$ cat src/rtl/mux4_arbiter.sv
// Round-robin arbiter for four requesters sharing a registered 4:1 data path.
// Optional grant watchdog enabled by defining MUX4_ARBITER_WATCHDOG_EN.
module mux4_arbiter (
    input  logic       clock,
    input  logic       reset_n,
    input  logic [3:0] req,
    input  logic       D0,
    input  logic       D1,
    input  logic       D2,
    input  logic       D3,
    output logic [3:0] gnt,
    output logic [1:0] S,
    output logic       busy,
    output logic       Y
);

    typedef enum logic [0:0] {StIdle, StGrant} state_e;

    state_e     state_q, state_d;
    logic [1:0] s_q, s_d;
    logic [1:0] ptr_q, ptr_d;
    logic       y_q, y_d;
    logic [3:0] d_vec;
    logic       pick_valid;
    logic [1:0] pick_idx;
    logic [1:0] cand;
    logic       wd_expire;
    logic       grant_end;

    assign d_vec = {D3, D2, D1, D0};

    // Scan from ptr upward; iterate farthest offset first so the nearest hit wins.
    always_comb begin
        pick_valid = 1'b0;
        pick_idx   = ptr_q;
        cand       = 2'd0;
        for (int k = 3; k >= 0; k--) begin
            cand = ptr_q + 2'(k);
            if (req[cand]) begin
                pick_valid = 1'b1;
                pick_idx   = cand;
            end
        end
    end

`ifdef MUX4_ARBITER_WATCHDOG_EN
    logic [2:0] wd_cnt_q, wd_cnt_d;

    assign wd_expire = (state_q == StGrant) && (wd_cnt_q == 3'd7);

    // Counts completed grant cycles; cleared whenever the grant is not continuing.
    always_comb begin
        wd_cnt_d = 3'd0;
        if (state_q == StGrant && !grant_end) begin
            wd_cnt_d = wd_cnt_q + 3'd1;
        end
    end

    always_ff @(posedge clock or negedge reset_n) begin
        if (!reset_n) begin
            wd_cnt_q <= 3'd0;
        end else begin
            wd_cnt_q <= wd_cnt_d;
        end
    end
`else
    assign wd_expire = 1'b0;
`endif

    assign grant_end = !req[s_q] || wd_expire;

    // State register
    always_ff @(posedge clock or negedge reset_n) begin
        if (!reset_n) begin
            state_q <= StIdle;
            s_q     <= 2'd0;
            ptr_q   <= 2'd0;
            y_q     <= 1'b0;
        end else begin
            state_q <= state_d;
            s_q     <= s_d;
            ptr_q   <= ptr_d;
            y_q     <= y_d;
        end
    end

    // Next-state logic
    always_comb begin
        state_d = state_q;
        s_d     = s_q;
        ptr_d   = ptr_q;
        y_d     = (state_q == StGrant) ? d_vec[s_q] : 1'b0;
        unique case (state_q)
            StIdle: begin
                if (pick_valid) begin
                    state_d = StGrant;
                    s_d     = pick_idx;
                end
            end
            StGrant: begin
                if (grant_end) begin
                    state_d = StIdle;
                    ptr_d   = s_q + 2'd1;
                end
            end
            default: state_d = StIdle;
        endcase
    end

    // Outputs: grant decoded from the registered select, so it is one-hot by construction.
    always_comb begin
        gnt  = 4'b0000;
        busy = (state_q == StGrant);
        if (busy) begin
            gnt[s_q] = 1'b1;
        end
        S = s_q;
        Y = y_q;
    end

endmodule

$ cat config.mk
export PLATFORM = sky130hd
export DESIGN_NAME = mux4_arbiter
export DESIGN_NICKNAME = d
export VERILOG_FILES = /design/src/rtl/mux4_arbiter.sv
export SDC_FILE = /design/constraint.sdc
export NUM_CORES = 1
export LEC_CHECK = 0
export CAP_MARGIN = 20
export CORE_AREA = 3 3 40 42
export DETAILED_ROUTE_END_ITERATION = 7
export DIE_AREA = 0 0 43 45
export GPL_TIMING_DRIVEN = 0
export MAX_ROUTING_LAYER = met4
export PLACE_DENSITY = 0.76
export SYNTH_ARGS = -nofsm -noshare
export SYNTH_HDL_FRONTEND = slang
export SYNTH_SLANG_ARGS = --single-unit
$ cat constraint.sdc
create_clock -name clock -period 1.4 [get_ports clock]
set_input_delay 0.21 -clock clock [delete_from_list [all_inputs] [get_ports clock]]
set_output_delay 0.21 -clock clock [all_outputs]
set_load 0.005 [all_outputs]
==> summary.md <==
| Metric | Value |
|---|---|
| Post-DP HPWL | `833 um` |
| Clock tree skew after final layout | `0.00874 ns` |
| Sequential share of the synthesized area | `32.9%` |
| DR WL met3 | `65 um` |
| Power density over cell area | `2120 nW/um^2` |
| Post-DR vias/cell | `4.99` |
| Total leakage power | `0.401 nW` |
| RSZ-0062 raised after global routing | `yes` |
| R2r startpoint | `S[1]` |
| Maximum number of pins on one net before global-route repair | `11` |
| Required time at the worst-slack endpoint | `1.52 ns` |
| Hold Buf Count CTS | `0` |
| Leading cell type in the layout, fill and taps excluded | `sky130_fd_sc_hd__buf_4` |
| Via count of the first global-routing pass | `480` |
| Max-slew violations | `0` |
| Highest clock frequency the design can meet | `624 MHz` |
| DRC Markers | `0` |
| Warnings, synthesis | `0` |
| Final worst-path setup slack | `-0.202 ns` |
| Critical path buffers and inverters | `1` |
| Skew-Pair Late Insertion Delay | `0.25 ns` |
| Launching element type of the critical path | `register` |
| Largest fanout of any net on the critical path | `4` |
| Total power | `0.00180 W` |
| Synthesized cell area | `457 um^2` |
| Outcome | `finished with violations` |
| Synth Register Bits | `6` |
| Global-route wire length before repair | `2310 um` |
| Number of clock sinks | `6` |
| CTS H-tree lvls | `1` |
| Cell variety after synth | `24` |
| Std-Cell Rows | `13` |
| Reg-to-Reg End | `ptr_q[1]` |
| R2R cell count | `4` |
| Hold slack final | `0.197 ns` |
| Violation count after the first detailed-routing iteration | `8` |
| Overall global routing resource usage | `17.3%` |
| Cell family with the largest share of critical-path delay | `multiplexers` |
| Data arrival, critical path | `1.72 ns` |
| Core area | `1280 um^2` |
| Number of clock buffers inserted by TritonCTS | `3` |
| Drt pass-1 iters | `4` |
| Mapped Cells | `42` |
| Total global routing overflow | `0` |
| Number of nets with antenna violations after detailed routing | `0` |
| Chip Width | `43 um` |
| Routed length on met2 | `783 um` |
| Pin slew with the least headroom to its limit | `0.399 ns` |
| Number of antenna violations at the first check in global routing | `0` |
| Setup_tns | `-0.960 ns` |
| Master of the slowest instance on the critical path | `sky130_fd_sc_hd__mux4_2` |
| Vertical die dimension | `45 um` |
| Synth Area per Inst | `10.9 um^2` |
| Wire per inst | `14.7 um` |
| Clock tree buffer depth | `2` |
| Uppermost signal routing layer after detailed routing | `met3` |
| Nets in the synthesized netlist | `56` |
| Wirelength, routed | `1400 um` |
| Inserted Diodes | `0` |
| Worst slew margin relative to its limit | `73.2%` |
| M1 WL | `547 um` |
| Commonest non-fill, non-tap cells in the layout | `9 x sky130_fd_sc_hd__buf_4, 8 x sky130_fd_sc_hd__clkdlybuf4s50_1, 8 x sky130_fd_sc_hd__buf_6` |
| Register-to-register setup slack | `-0.20 ns` |
| Min Tclk post-route | `1.60 ns` |
| Number of top-level pins | `18` |
| Total Nets Final | `95` |
| Element type at the critical path end | `register` |
| Fraction of final layout cells sized beyond drive strength 1 | `53.8%` |
| Routability congestion estimate | `0.794` |
| Die Outline Area | `1940 um^2` |
| Clock tree from TritonCTS | `built` |
| Clock tree root buffer cell | `sky130_fd_sc_hd__clkbuf_4` |
| Port bufs | `17` |
| Tightest Hold Check Type | `input port to async pin` |
| Vias post-DR | `474` |
| Critical path class | `register to register` |
| Critical path cell sequence | `buf_6 > mux4_2 > nand2b_4 > mux2_4` |
| Total setup violations reported at the end of the flow | `7` |
| Area Growth Syn to Fin | `86.0%` |
| Number of hold violations in the final report | `0` |
| Violations in the final reports | `negative setup slack` |
| Number of maximum-capacitance constraint violations | `0` |
| Biggest cell delay along the critical path | `0.50 ns` |
| Initial standard-cell utilization of the core | `35.5%` |
| Maximum resistive drop on vdd | `0.00102 V` |
| Period utilisation layout | `114%` |
| CTS clock-pin slew for the worst setup and hold paths | `0.05 ns` |
synthesized netlist by cell type:
library cell	number	area [um^2]
sky130_fd_sc_hd__o22ai_1	1	6.26
sky130_fd_sc_hd__a21o_2	1	8.76
sky130_fd_sc_hd__o21a_1	2	15.0
sky130_fd_sc_hd__nand2b_4	1	13.8
sky130_fd_sc_hd__clkbuf_1	1	3.75
sky130_fd_sc_hd__and3b_2	1	10.0
sky130_fd_sc_hd__a221oi_1	1	8.76
sky130_fd_sc_hd__o21ai_0	1	5.00
sky130_fd_sc_hd__nor2b_1	2	12.5
sky130_fd_sc_hd__nor4_1	1	6.26
sky130_fd_sc_hd__mux2i_1	1	10.0
sky130_fd_sc_hd__dfrtp_1	6	150
sky130_fd_sc_hd__a31o_2	1	8.76
sky130_fd_sc_hd__nand2_1	2	7.51
sky130_fd_sc_hd__a2111oi_0	1	8.76
sky130_fd_sc_hd__inv_1	3	11.3
sky130_fd_sc_hd__nor2_1	1	3.75
sky130_fd_sc_hd__nor3_1	1	5.00
sky130_fd_sc_hd__o41a_1	1	11.3
sky130_fd_sc_hd__ha_1	4	50.1
sky130_fd_sc_hd__mux4_2	2	45.0
sky130_fd_sc_hd__and2_1	5	31.3
sky130_fd_sc_hd__o2bb2ai_1	1	8.76
sky130_fd_sc_hd__mux2_4	1	15.0
layout make-up:
cell class	count	area, um^2
plain buffers	1	7.51
clock buffers	4	26.3
fillers	100	435
inverters	3	11.3
multi-input cells	32	327
flip-flops and latches	6	153
well taps	15	18.8
repair buffers	34	307
layer usage:
layer | track usage (%) | up-vias
li1 | - | 233
met5 | - | -
met4 | 4.82 | 0
met3 | 4.78 | 0
met1 | 19.2 | 226
met2 | 30.8 | 15
where the power goes:
part	internal, W	leakage, nW	total [W]	switching, W
sequential	0.000267	0.0679	0.000367	0.0000997
clock	0.000108	0.0150	0.000175	0.0000664
combinational	0.000813	0.318	0.00126	0.000449
total	0.00119	0.401	0.00180	0.000615
through the flow:
stage / setup slack (ns) / utilization (%) / instance area (um^2) / instances
global route: -0.235 / 66.1 / 850 / 95
CTS: -0.192 / 61.2 / 787 / 92
detailed placement: -0.455 / 50.3 / 647 / 74
floorplan: -0.0786 / - / 458 / 42
finish: -0.202 / 66.1 / 850 / 95
global placement: -0.435 / 50.3 / 647 / 74
sequential cells by signal (all words and copies together) (netlist names):
| signal | count |
|---|---|
| Y | 1 |
| S | 2 |
| ptr_q | 2 |
| busy | 1 |
worst max-delay path by stage:
stage	slack, ns	cells after the start	end	startpoint
finish	-0.20	4	ptr_q[1]	S[1]
global route	-0.24	4	ptr_q[1]	S[1]
CTS	-0.19	4	ptr_q[1]	S[1]
detailed placement	-0.46	4	ptr_q[1]	req[3]
global placement	-0.43	4	ptr_q[1]	req[3]
floorplan	-0.08	3	ptr_q[1]	S[1]
kinds of logic after synthesis:
group,after synthesis,share of synthesized area (%)
AO/OA/AOI/OAI,10,17.8
buffers and inverters,4,3.29
adder cells (fa/ha/maj),4,11.0
multiplexers,4,15.3
flip-flops,6,32.9
AND/OR/NAND/NOR,14,19.7
repair_timing:
action | 4_1_cts | 5_1_grt
resized for setup | 30 | 13
endpoints found under the hold margin | 0 | 0
endpoints found under the setup margin | 11 | 10
buffers inserted | 14 | 3
pin swaps | 2 | 0
Note: power is estimated with default switching activity, not from simulation.
